`config.mk`:
```
export PLATFORM = sky130hd
export DESIGN_NAME = seq_mul_flat
export DESIGN_NICKNAME = d
export VERILOG_FILES = /design/src/rtl/seq_mul_pkg.sv /design/src/rtl/seq_mul_if.sv /design/src/rtl/seq_mul_dp.sv /design/src/rtl/seq_mul.sv /design/src/flat_wrapper.sv
export SDC_FILE = /design/constraint.sdc
export NUM_CORES = 1
export LEC_CHECK = 0
export ABC_AREA = 1
export CAP_MARGIN = 10
export CORE_UTILIZATION = 30
export CTS_CLUSTER_DIAMETER = 150
export DETAILED_ROUTE_END_ITERATION = 10
export HOLD_SLACK_MARGIN = 0.08
export SYNTH_ARGS = -nofsm -noshare
export SYNTH_HDL_FRONTEND = slang
export SYNTH_SLANG_ARGS = --single-unit
```
`constraint.sdc`:
```
create_clock -name clk -period 3.75 [get_ports clk]
set_clock_uncertainty 0.1 [all_clocks]
set_input_delay 0.5625 -clock clk [delete_from_list [all_inputs] [get_ports clk]]
set_output_delay 0.5625 -clock clk [all_outputs]
set_load 0.1 [all_outputs]
```
`src/rtl/seq_mul_pkg.sv`:
```
// Shared definitions for the sequential shift-and-add multiplier:
// FSM state encoding and a constant-evaluable log2 for sizing the iteration counter.
package mul_pkg;

  typedef enum logic [1:0] {
    IDLE = 2'd0,
    BUSY = 2'd1,
    DONE = 2'd2
  } state_t;

  function automatic int clog2(input int v);
    int r;
    r = 0;
    while ((1 << r) < v) r++;
    return r;
  endfunction

endpackage

```
`src/rtl/seq_mul_if.sv`:
```
// Operand/product handshake bundle: master feeds operands and drains products,
// slave is the multiplier.
interface seq_mul_if #(parameter int N = 8);
  logic           in_valid;
  logic           in_ready;
  logic [N-1:0]   x;
  logic [N-1:0]   y;
  logic           sgn;
  logic           out_valid;
  logic           out_ready;
  logic [2*N-1:0] z;

  modport master (output in_valid, x, y, sgn, out_ready,
                  input  in_ready, out_valid, z);
  modport slave  (input  in_valid, x, y, sgn, out_ready,
                  output in_ready, out_valid, z);
endinterface

```
`src/rtl/seq_mul_dp.sv`:
```
// Datapath: sign-magnitude operand capture, shift-and-add accumulation and the
// final conditional negation into the product register.
module seq_mul_dp
  import mul_pkg::*;
#(
  parameter int N = 8
) (
  input  logic           clk,
  input  logic           rst,
  input  logic           load,
  input  logic           step,
  input  logic           finish,
  input  logic [N-1:0]   x,
  input  logic [N-1:0]   y,
  input  logic           sgn,
  output logic [2*N-1:0] z
);

  logic [2*N-1:0] mcand, acc, sum;
  logic [N-1:0]   mplier, ax, ay;
  logic           neg;

  // |-2^(N-1)| wraps to 2^(N-1), which is the correct unsigned magnitude
  assign ax  = (sgn & x[N-1]) ? (~x + 1'b1) : x;
  assign ay  = (sgn & y[N-1]) ? (~y + 1'b1) : y;
  assign sum = acc + (mplier[0] ? mcand : '0);

  always_ff @(posedge clk) begin
    if (rst) begin
      mcand  <= '0;
      mplier <= '0;
      acc    <= '0;
      neg    <= 1'b0;
      z      <= '0;
    end else if (load) begin
      mcand  <= {{N{1'b0}}, ax};
      mplier <= ay;
      acc    <= '0;
      neg    <= sgn & (x[N-1] ^ y[N-1]);
    end else if (step) begin
      acc    <= sum;
      mcand  <= mcand << 1;
      mplier <= mplier >> 1;
      // negating a zero sum wraps back to zero
      if (finish) z <= neg ? (~sum + 1'b1) : sum;
    end
  end

endmodule

```
`src/rtl/seq_mul.sv`:
```
// Sequential N x N multiplier, one multiplier bit per clock, valid/ready on
// both sides. Control FSM and iteration counter live here.
module seq_mul
  import mul_pkg::*;
#(
  parameter int N = 8
) (
  input  logic    clk,
  input  logic    rst,
  seq_mul_if.slave bus
);

  localparam int CW = clog2(N + 1);

  state_t        state, nxt;
  logic [CW-1:0] cnt;
  logic          load, step, finish;

  always_ff @(posedge clk) begin
    if (rst) begin
      state <= IDLE;
      cnt   <= '0;
    end else begin
      state <= nxt;
      if (load)      cnt <= CW'(N);
      else if (step) cnt <= cnt - CW'(1);
    end
  end

  always_comb begin
    nxt    = state;
    load   = 1'b0;
    step   = 1'b0;
    finish = 1'b0;
    case (state)
      IDLE: if (bus.in_valid) begin
        load = 1'b1;
        nxt  = BUSY;
      end
      BUSY: begin
        step = 1'b1;
        if (cnt == CW'(1)) begin
          finish = 1'b1;
          nxt    = DONE;
        end
      end
      DONE: if (bus.out_ready) nxt = IDLE;
      default: nxt = IDLE;
    endcase
  end

  assign bus.in_ready  = (state == IDLE);
  assign bus.out_valid = (state == DONE);

  seq_mul_dp #(.N(N)) u_dp (
    .clk    (clk),
    .rst    (rst),
    .load   (load),
    .step   (step),
    .finish (finish),
    .x      (bus.x),
    .y      (bus.y),
    .sgn    (bus.sgn),
    .z      (bus.z)
  );

endmodule

```
`src/flat_wrapper.sv`:
```
// flat-port wrapper written by rule: the top's interface ports become plain ports
module seq_mul_flat import mul_pkg::*;
#(
  parameter int N = 8
)
  (clk, rst, bus_in_valid, bus_x, bus_y, bus_sgn, bus_out_ready, bus_in_ready, bus_out_valid, bus_z);
  seq_mul_if #(.N(N)) bus_i ();
  input  logic clk;
  input  logic rst;
  input wire logic [$bits(bus_i.in_valid)-1:0] bus_in_valid;
  input wire logic [$bits(bus_i.x)-1:0] bus_x;
  input wire logic [$bits(bus_i.y)-1:0] bus_y;
  input wire logic [$bits(bus_i.sgn)-1:0] bus_sgn;
  input wire logic [$bits(bus_i.out_ready)-1:0] bus_out_ready;
  output wire logic [$bits(bus_i.in_ready)-1:0] bus_in_ready;
  output wire logic [$bits(bus_i.out_valid)-1:0] bus_out_valid;
  output wire logic [$bits(bus_i.z)-1:0] bus_z;
  assign bus_i.in_valid = bus_in_valid;
  assign bus_i.x = bus_x;
  assign bus_i.y = bus_y;
  assign bus_i.sgn = bus_sgn;
  assign bus_i.out_ready = bus_out_ready;
  assign bus_in_ready = bus_i.in_ready;
  assign bus_out_valid = bus_i.out_valid;
  assign bus_z = bus_i.z;
  seq_mul #(.N(N)) u_core (.clk(clk), .rst(rst), .bus(bus_i));
endmodule
```
# --- Yosys cells after proc, flatten, opt, wreduce, memory -nomap -nowiden ---
# Cells that the tools add are included.
totals:
  output_inout_bits: 18
  register_bits: 63
op_classes:
  n_eq_ne: 6
  bitwise: 8
  mux: 19
  reduce_logical: 5
  addsub: 5
op_table:
  columns: ["operator", "n"]
  rows:
  - ["$mux 8", 6]
  - ["$mux 16", 2]
  - ["$add 16x1->16 const B", 1]
  - ["$add 16x16->16", 1]
  - ["$add 8x1->8 const B", 2]
  - ["$not 16->16", 1]
  - ["$not 8->8", 2]
  - ["$mux 4", 2]
  - ["$mux 2", 3]
  - ["$pmux 2 s3", 1]
  - ["$reduce_and 3->1", 2]
  - ["$mux 1", 5]
  - ["$eq 4x1->1 const B", 1]
  - ["$ne 2x2->1 const B", 2]
  - ["$sub 4x1->4 const B", 1]
  - ["$and 1x1->1", 3]
  - ["$eq 2x1->1 const B", 1]
  - ["$eq 2x2->1 const B", 1]
  - ["$logic_not 2->1", 1]
  - ["$ne 2x1->1 const B", 1]
  - ["$reduce_bool 2->1", 1]
  - ["$reduce_or 2->1", 1]
  - ["$not 1->1", 1]
  - ["$xor 1x1->1", 1]

# --- Logic depth before layout (Yosys ltp) ---
# Gate-level depths: netlist of the first run.
logic_depth:
  ltp_word: 5
  ltp_mapped: 22

# --- Hierarchy ---
# Synthesis of the first run repeated with hierarchy kept, for this count alone.
hier_totals:
  hier_cells: 701
  hier_area_um2: 4356.7
by_module_without_submodules:
  columns: ["mod", "seq_area_each_um2", "area_each_um2", "n_inst", "cells_each"]
  rows:
  - ["seq_mul_dp", 1141.1, 4023.9, 1, 652]
  - ["seq_mul", 120.1, 332.8, 1, 49]

# --- Worst setup path before layout of the first run ---
# Ideal clock, no wire load.
synth_path:
  kind: "reg-to-reg"
  start: "register u_core.state[0]"
  end: "register u_core.u_dp.neg"
  arrival_ps: 2753
  path_stages_with_launch: 8
  n_path_buf: 1
  setup_slack_ps: 774
  path_cell_list: "dfxtp_1 > nor2_1 > nand2_1 > inv_1 > nor2_2 > inv_1 > buf_2 > o22ai_1"
synth_via:
  elab_chain_len: 2
synth_lines:
  columns: ["item", "line_no", "rtl"]
  rows:
  - ["start, declared", "seq_mul.sv:15", "state_t state, nxt;"]
  - ["start signal, assigned", "seq_mul.sv:24", "state <= nxt;"]
  - ["$logic_not 2->1", null, null]
  - ["named net bus_in_ready", "flat_wrapper.sv:15", "output wire logic [$bits(bus_i.in_ready)-1:0] bus_in_ready;"]
  - ["$mux 1", "seq_mul.sv:35", "case (state)"]
  - ["end signal, assigned", "seq_mul_dp.sv:39", "neg <= sgn & (x[N-1] ^ y[N-1]);"]
  - ["end, declared", "seq_mul_dp.sv:21", "logic neg;"]
# The timed path passes the listed nets, and every way through them passes these cells.
# A chain may end at the register's enable or synchronous reset.

# --- Worst setup path after layout of the first run ---
layout_path:
  start: "register u_core.u_dp.mplier[0]"
  end: "register u_core.u_dp.z[12]"
layout_via:
  elab_chain_len: 5
layout_lines:
  columns: ["item", "line_no", "rtl"]
  rows:
  - ["start, declared", "seq_mul_dp.sv:20", "logic [N-1:0] mplier, ax, ay;"]
  - ["start signal, assigned", "seq_mul_dp.sv:37", "mplier <= ay;"]
  - ["start signal, assigned", "seq_mul_dp.sv:43", "mplier <= mplier >> 1;"]
  - ["$mux 16 *", "seq_mul_dp.sv:26", "assign sum = acc + (mplier[0] ? mcand : '0);"]
  - ["$add 16x16->16 *", "seq_mul_dp.sv:26", null]
  - ["$not 16->16", "seq_mul_dp.sv:45", "if (finish) z <= neg ? (~sum + 1'b1) : sum;"]
  - ["$add 16x1->16", "seq_mul_dp.sv:45", null]
  - ["$mux 16 *", "seq_mul_dp.sv:45", null]
  - ["end signal, assigned", "seq_mul_dp.sv:45", null]
  - ["end, declared", "seq_mul_dp.sv:16", "output logic [2*N-1:0] z"]
# Mark *: on every way between the ends. The rest lies on a longest branch, timed or not.

==> results of run 1 <==
-- cells by family after synthesis --
kind of cell / count (synthesis) / synth area share [%]
fa+ha+maj: 21 / 6.01
simple gates: 354 / 36.3
flops: 63 / 28.1
buf+inv: 132 / 12.1
compound gates: 115 / 14.6
xor+xnor: 15 / 2.92
-- final timing paths --
check | startpoint | endpoint | cells past startpoint
max | u_core.u_dp.mplier[0] | u_core.u_dp.z[12] | 17
min | u_core.u_dp.mplier[2] | u_core.u_dp.mplier[2] | 2
max reg2reg | u_core.u_dp.mplier[0] | u_core.u_dp.z[12] | 17
min reg2reg | u_core.u_dp.mplier[2] | u_core.u_dp.mplier[2] | 2
-- placed cells by master, fill, tap and decap left out, drive strengths merged, types with 2 or more instances in the layout --
master,instances
nand2,234
inv,110
nor2,65
dfxtp,63
a21oi,50
nand3,45
o21ai,43
clkdlybuf4s50,38
ha,20
xor2,12
o211ai,12
clkbuf,10
buf,7
nand4,4
clkinv,4
xnor2,3
a221oi,2
and2,2
nand3b,2
o221ai,2
-- power groups by stage --
stage                     Combinational, mW  Sequential, mW  Clock, mW
after floorplan                       0.291           0.760          0
after global placement                0.407           0.746          0
after detailed placement              0.408           0.747          0
after CTS                             0.410           0.733      0.840
after global routing                  0.457           0.738      0.873
final                                 0.406           0.733      0.823
-- state kept, by name, summed over array words and instances (netlist names) --
name	cells
u_core.cnt	4
u_core.state	2
u_core.u_dp.mcand	16
u_core.u_dp.acc	16
u_core.u_dp.z	16
u_core.u_dp.neg	1
u_core.u_dp.mplier	8
-- metrics by stage --
stage,hold WS (ns),utilization (%)
after floorplan,0.339,-
after global placement,0.351,34.5
after detailed placement,0.354,34.5
after CTS,0.362,36.5
after global routing,0.388,36.5
final,0.363,36.5
-- routing by layer --
| layer | global-route usage (%) | wire (µm) | vias to the layer above |
|---|---|---|---|
| li1 | - | - | 2285 |
| met1 | 19.8 | 5400 | 1827 |
| met2 | 22.6 | 4740 | 62 |
| met3 | 2.96 | 364 | 17 |
| met4 | 4.04 | 162 | 0 |
| met5 | 0 | 0 | - |
-- tightest hold or removal path: cells and delay by family (launching register included) --
family / cells / cell delay, ns
compound gates: 1 / 0.05
simple gates: 1 / 0.06
flops: 1 / 0.30
-- area by class of cell --
type | count | area share, %
clock inverters | 6 | 1.15
well taps | 184 | 4.33
multi-input cells | 505 | 50.6
inverters | 110 | 7.76
flip-flops and latches | 63 | 23.7
clock buffers | 10 | 4.30
repair buffers | 45 | 8.14
==> summary.md, run 1 <==
| Metric | Value |
|---|---|
| R2R Setup Slk | 0.78 ns |
| Flop pwr share | 37.3% |
| CP max FO | 17 |
| Clock H-tree levels | 3 |
| Number of nets in the layout | 776 |
| Starting Density | 30.8% |
| Vert. Die Dim | 124 µm |
| Leading area contributor after synthesis | dfxtp_1 |
| Seq/Total Area, Yosys | 28.1% |
| Routability cong. | 0.813 |
| Fin. Hold Viols | 0 |
| First-pass GRT wire length | 18.5 mm |
| Site Rows | 44 |
| Total track usage | 14.4% |
| RSZ-0062 raised after global routing | no |
| Placed instance area | 0.00503 mm² |
| Unique masters post-synth | 39 |
| PD cells | 369 mW/mm² |
| Total number of vias | 4191 |
| Endpoints failing setup | 0 |
| CTS clk-pin slew, worst paths | 0.05 ns |
| Hold_buf cts | 0 |
| Drt drc | 0 |
| Filler cell count | 1548 |
| Gates resized, CTS repair | 0 |
| Fmax | 0.337 GHz |
| Synth top area share | 28.1% |
| CTS buffer count | 9 |
| Worst slack at placement | 0.766 ns |
| Net Sw Frac | 30.9% |
| Main synth FF type | dfxtp_1 |
| Final instance area | 0.00532 mm² |
| Critical Path RT | 3.88 ns |
| Post-synth EDFFs | 0 |
| Final Max Slew Viols | 0 |
| Max_slew headroom | 35.3% |
| Layout cells sized above 1 | 13.1% |
| Setup bufs post-CTS | 0 |
| Cell Count, Final, Fillers Out | 923 |
| Post-Place Cells | 907 |
| Run status | complete, no violations |
| Critical Path End Type | flop |
| CTS tree | yes |
| Routed WL | 10.7 mm |
| Clock Latency Late Sink | 0.34 ns |
| Remaining Overflow, GRT | 0 |
| Number of diodes | 0 |
| Port Buf Inserts | 38 |
| Max VDD drop | 193 µV |
| CP bufs+invs | 4 |
| Multi-input gate area | 0.00269 mm² |
| Ys Warns | 0 |
| Wire length per cell | 11.6 µm |
| Hold/Removal Path Class | flop to flop |
| #FFs+latches synth | 63 |
| TritonCTS Sinks | 63 |
| ANT nets after route | 0 |
| Clock root buffer master | clkbuf_16 |
| IO Pins | 39 |
| CP peak stage delay | 0.64 ns |
| Worst path slowest cell | dfxtp_1 |
| Core area | 0.0146 mm² |
| Final Cycle Share | 79.1% |
| Worst path top cell family by delay | adder cells |
| Number of global-route vias before repair | 3910 |
| Setup ws final | 0.782 ns |
| Hpwl dp | 8.18 mm |
| P_int | 1.36 mW |
| TritonRoute pass-1 iters | 4 |
| Setup CP Type | flop to flop |
| Max Cap Viol | 0 |
| Commonest cells in the netlist | nand2_1, inv_1, dfxtp_1 |
| Post-Syn Nets | 742 |
| Largest net degree at the start of global routing | 44 |
| Area delta synth->final | 18.3% |
| Setup tns final | 0 ns |
| Slew @ Worst Pin | 0.967 ns |
| Top cell by count, worst path | inv_1 |
| Tot Pwr | 1.96 mW |
| Syn Inst Count | 700 |
| Tmin final | 2.97 ns |
| Clk buf depth | 2 |
| CP Launch Type | flop |
| Drt via density | 4.54 |
| Gate power share | 20.7% |
| Leak pwr | 2.61 nW |
| Average size of a mapped cell | 6.42 µm² |
| Total net switching power | 0.606 mW |
| Synthesized area | 0.00449 mm² |
| Count leader, synth | nand2_1 |
| WP data arrival | 3.10 ns |
| Initial antenna violation count | 0 |
| Critical Path, Cell by Cell | nand2_1 > inv_1 > ha_1 > inv_1 > fa_1 > ha_1 > inv_1 > nor2_1 > nand3_2 > nor2_4 > nand2_2 > nor2_4 > nand2_2 > nand3_2 > nand2_1 > o21ai_1 > inv_1 |
| Die X-Extent | 124 µm |
| Register area | 0.00126 mm² |
| Synth area leaders | dfxtp_1, nand2_1, inv_1 |
| DR iter-0 viols | 248 |
| Async SR Flop Fraction | 0% |
| Die area | 0.0155 mm² |
| Clk network pwr share | 41.9% |
Power figures use the tool's default switching activity.
==> run 2, diff against run 1 <==
==> constraint.sdc (replaced) <==
create_clock -name clk -period 2.7 [get_ports clk]
set_clock_uncertainty 0.1 [all_clocks]
set_input_delay 0.405 -clock clk [delete_from_list [all_inputs] [get_ports clk]]
set_output_delay 0.405 -clock clk [all_outputs]
set_load 0.1 [all_outputs]
==> run 2 against run 1 <==
  * Combinational power up 51%
  * Via count up 1.4%
  * Sequential power is 39% higher
  * Count of clock-buffer cells in the layout grew 1
  * Highest routed layer unchanged
==> summary.md, run 2 (synthesized netlist as in run 1, its figures left out) <==
| Metric | Value |
|---|---|
| Drt via density | 4.54 |
| Max_slew headroom | 47.6% |
| Fmax | 0.394 GHz |
| TritonCTS Sinks | 63 |
| Setup ws final | 0.162 ns |
| Clock H-tree levels | 3 |
| Clock Latency Late Sink | 0.34 ns |
| CTS tree | yes |
| Fin util | 37.9% |
| Routed WL | 10.9 mm |
| Most frequent cells in the layout | nand2_1, inv_1, dfxtp_1 |
| Worst slack at placement | 0.144 ns |
| Endpoints failing setup | 0 |
| Run status | complete, no violations |
| Hold_buf cts | 0 |
| Number of global-route vias before repair | 4025 |
| First-pass GRT wire length | 18.7 mm |
| Total number of vias | 4250 |
| Hpwl dp | 8.22 mm |
| Slew @ Worst Pin | 0.785 ns |
| Hold/Removal Path Class | flop to flop |
| Number of diodes | 0 |
| Routability cong. | 0.840 |
| Clock root buffer master | clkbuf_16 |
| Starting Density | 30.8% |
| CP Launch Type | flop |
| Setup CP Type | flop to flop |
| CTS clk-pin slew, worst paths | 0.06 ns |
| Number of nets in the layout | 789 |
| Core area | 0.0146 mm² |
| Port Buf Inserts | 38 |
| Max Cap Viol | 0 |
| Remaining Overflow, GRT | 0 |
| Fin. Hold Viols | 0 |
| Layout cells sized above 1 | 20.1% |
| Clk buf depth | 2 |
| CTS buffer count | 9 |
| Commonest non-fill, non-tap cell in the layout | nand2_1 |
| Filler cell count | 1551 |
| Tot Pwr | 2.99 mW |
| CP max FO | 4 |
| Die area | 0.0155 mm² |
| DR iter-0 viols | 178 |
| Tmin final | 2.54 ns |
| Critical Path End Type | flop |
| Area delta synth->final | 23.1% |
| Final instance area | 0.00553 mm² |
| Vert. Die Dim | 124 µm |
| Setup tns final | 0 ns |
| Largest net degree at the start of global routing | 39 |
| Critical Path RT | 2.83 ns |
| WP data arrival | 2.67 ns |
| Die X-Extent | 124 µm |
| PD cells | 541 mW/mm² |
| Placed instance area | 0.00504 mm² |
| Site Rows | 44 |
| Largest regs | u_core.u_dp.acc (16), u_core.u_dp.mcand (16), u_core.u_dp.z (16) |
| Final Max Slew Viols | 0 |
| Leak pwr | 2.71 nW |
| TritonRoute pass-1 iters | 4 |
| Final Cycle Share | 94.0% |
| Max VDD drop | 282 µV |
| Drt drc | 0 |
| IO Pins | 39 |
| Total track usage | 14.7% |
| Initial antenna violation count | 0 |
| ANT nets after route | 0 |
| Wire length per cell | 11.7 µm |
[run 2: cell count changes in the layout (fill, tap and decap cells not counted), moves of 3 or more]
cell,change
clkinv_2,-3
ha_1,-7
buf_4,+30
nor2_1,-5
nor2_2,+4
inv_2,+5
clkdlybuf4s50_1,-18
inv_1,-5
ha_4,+3
ha_2,+4
[run 2: per-layer routing]
| layer | share of wire, % | GRT usage, % | vias to the layer above |
|---|---|---|---|
| li1 | - | - | 2301 |
| met1 | 50 | 19.1 | 1867 |
| met2 | 44 | 23.3 | 63 |
| met3 | 3.3 | 3.18 | 19 |
| met4 | 2.0 | 5.95 | 0 |
| met5 | 0 | 0 | - |
[run 2: final cells by class]
cell class	count	area [µm²]	share of cell area, %
repair buffers	58	489	8.84
multi-input cells	505	2790	50.4
inverters	110	413	7.46
well taps	184	230	4.16
clock buffers	11	243	4.39
clock inverters	5	105	1.90
flip-flops and latches	63	1260	22.8
[run 2: report_power, final]
part	switching, mW	total, mW	internal, mW
sequential	0.0368	1.02	0.979
clock	0.436	1.36	0.927
combinational	0.393	0.614	0.221
total	0.866	2.99	2.13
[run 2: through the flow]
stage	hold WS (ns)	std cells
finish	0.362	936
global route	0.383	936
CTS	0.366	930
detailed placement	0.357	914
global placement	0.353	914
floorplan	0.339	700
[run 2: worst paths after layout]
path	endpoint	slack (ns)	cells after the start	start
max reg2reg	u_core.u_dp.z[12]	0.16	17	u_core.u_dp.mplier[0]
min	u_core.u_dp.mplier[3]	0.36	2	u_core.u_dp.mplier[3]
max	u_core.u_dp.z[12]	0.16	17	u_core.u_dp.mplier[0]
min reg2reg	u_core.u_dp.mplier[3]	0.36	2	u_core.u_dp.mplier[3]
[run 2: repair_timing]
action	in CTS	in global routing
buffers inserted	0	6
setup endpoints to repair	0	9
gates resized for setup	0	28
[run 2: worst max-delay path, cell delays in order, from the launching register on]
cell and delay (ns):
dfxtp_2 0.34, nand2_2 0.05, inv_2 0.04, ha_2 0.17
inv_2 0.04, fa_2 0.61, ha_4 0.14, inv_2 0.05
nor2_4 0.09, nand3_2 0.09, nor2_4 0.15, nand2_4 0.09
nor2_4 0.12, nand2_2 0.07, nand3_2 0.06, nand2_1 0.05
o21ai_1 0.13, inv_1 0.04
==> run 3, diff against run 2 <==
--- a/config.mk
+++ b/config.mk
@@ -7,6 +7,7 @@
 export LEC_CHECK = 0
 export ABC_AREA = 1
 export CAP_MARGIN = 10
+export CORE_ASPECT_RATIO = 0.7
 export CORE_UTILIZATION = 30
 export CTS_CLUSTER_DIAMETER = 150
 export DETAILED_ROUTE_END_ITERATION = 10
==> run 3 against run 2 <==
  * Clock power is 12% lower
  * Global-route usage is 0.99 points higher
  * Cell count rose by 0.64%
  * Register-to-register slack worse by 0.05 ns
  * Via count down 0.38%
  * Hold slack better by 0.0018 ns
==> summary.md, run 3 (synthesized netlist as in run 1, its figures left out) <==
| Metric | Value |
|---|---|
| Slew @ Worst Pin | 0.671 ns |
| Setup CP Type | flop to flop |
| Total number of vias | 4234 |
| Worst Hold Depth | 2 |
| WP data arrival | 2.71 ns |
| TritonCTS Sinks | 63 |
| Die area | 0.0155 mm² |
| Clock Latency Late Sink | 0.33 ns |
| Final Cycle Share | 95.7% |
| Drt via density | 4.49 |
| PD cells | 519 mW/mm² |
| Clk network pwr share | 42.3% |
| Tmin final | 2.58 ns |
| Number of global-route vias before repair | 3768 |
| CP max FO | 4 |
| Area delta synth->final | 21.5% |
| Number of diodes | 0 |
| Hold/Removal Path Class | flop to flop |
| Largest net degree at the start of global routing | 32 |
| Remaining Overflow, GRT | 0 |
| Fin. Hold Viols | 0 |
| Commonest non-fill, non-tap cell in the layout | nand2_1 |
| Max_slew headroom | 55.2% |
| Final Max Slew Viols | 0 |
| Max Cap Viol | 0 |
| Multi-input gate area | 0.00277 mm² |
| FF-to-FF path depth | 17 |
| Total track usage | 15.6% |
| Number of nets in the layout | 784 |
| Clock H-tree levels | 3 |
| Initial antenna violation count | 0 |
| IO Pins | 39 |
| P_int | 1.99 mW |
| Hold slack final | 0.364 ns |
| Clock root buffer master | clkbuf_16 |
| Layout cells sized above 1 | 18.7% |
| Routability cong. | 0.872 |
| CTS buffer count | 9 |
| Clk buf depth | 2 |
| First-pass GRT wire length | 19.2 mm |
| ANT nets after route | 0 |
| Most frequent cells in the layout | nand2_1, inv_1, dfxtp_1 |
| Fin util | 37.2% |
| Fmax | 0.387 GHz |
| Total net switching power | 0.846 mW |
| Leak pwr | 2.69 nW |
| Core area | 0.0147 mm² |
| Net Sw Frac | 29.9% |
| Wire length per cell | 12.0 µm |
| RSZ-0062 raised after global routing | yes |
| Site Rows | 37 |
| Register area | 0.00126 mm² |
| Setup tns final | 0 ns |
| Flop pwr share | 35.8% |
| Hpwl dp | 8.56 mm |
| Starting Density | 30.6% |
| CTS clk-pin slew, worst paths | 0.05 ns |
| CTS tree | yes |
| Critical Path RT | 2.83 ns |
| Max VDD drop | 294 µV |
| Run status | complete, no violations |
| Filler cell count | 1588 |
| Port Buf Inserts | 38 |
| Vert. Die Dim | 104 µm |
| Largest regs | u_core.u_dp.acc (16), u_core.u_dp.mcand (16), u_core.u_dp.z (16) |
| Drt drc | 0 |
| Critical Path End Type | flop |
| Gate power share | 21.9% |
| Endpoints failing setup | 0 |
| Routed WL | 11.3 mm |
| CP Launch Type | flop |
| DR iter-0 viols | 284 |
| Die X-Extent | 148 µm |
| R2R Setup Slk | 0.12 ns |
| TritonRoute pass-1 iters | 5 |
[run 3: routing by layer]
layer | track usage [%] | part of all wire, %
met1 | 25.2 | 58
met2 | 19.8 | 36
met3 | 2.94 | 5.0
met4 | 5.08 | 1.3
met5 | 0 | 0
[run 3: power by group through the flow]
stage | sequential, mW | clock (mW) | combinational (mW)
floorplan | 1.06 | 0 | 0.407
global placement | 1.03 | 0 | 0.586
detailed placement | 1.03 | 0 | 0.586
CTS | 1.01 | 1.23 | 0.589
global route | 1.02 | 1.27 | 0.691
finish | 1.01 | 1.20 | 0.619
[run 3: final timing paths]
check | startpoint | endpoint
setup reg to reg | u_core.u_dp.mplier[0] | u_core.u_dp.z[12]
hold / removal | u_core.u_dp.mplier[6] | u_core.u_dp.mplier[6]
setup / recovery | u_core.u_dp.mplier[0] | u_core.u_dp.z[12]
hold reg to reg | u_core.u_dp.mplier[6] | u_core.u_dp.mplier[6]
[run 3: worst max-delay path, stage by stage (launching register included)]
cell and delay (ns):
dfxtp_2 0.35, nand2_1 0.06, inv_1 0.05, ha_2 0.17
inv_2 0.04, fa_2 0.62, ha_4 0.15, inv_2 0.05
nor2_4 0.10, nand3_2 0.09, nor2_4 0.15, nand2_4 0.08
nor2_4 0.12, nand2_2 0.06, nand3_2 0.05, nand2_1 0.05
o21ai_1 0.13, inv_1 0.05
[run 3: area by class of cell]
cell class	count	share of cell area, %
multi-input cells	505	50.7
flip-flops and latches	63	23.1
repair buffers	53	8.43
inverters	110	7.56
clock buffers	14	5.02
well taps	195	4.47
clock inverters	2	0.688
[run 3: timing repair]
action / 4_1_cts / 5_1_grt
setup endpoints to repair: 0 / 9
setup buffers: 0 / 5
resized for setup: 0 / 23
hold buffers: 0 / 0
[run 3: stage by stage]
step	cells	area (µm²)	setup slack [ns]	total power, mW
after floorplan	700	4510	0.0145	1.46
after global placement	921	5030	0.135	1.62
after detailed placement	921	5030	0.0911	1.62
after CTS	937	5350	0.0738	2.83
after global routing	942	5460	-0.0482	2.98
final	942	5460	0.116	2.83
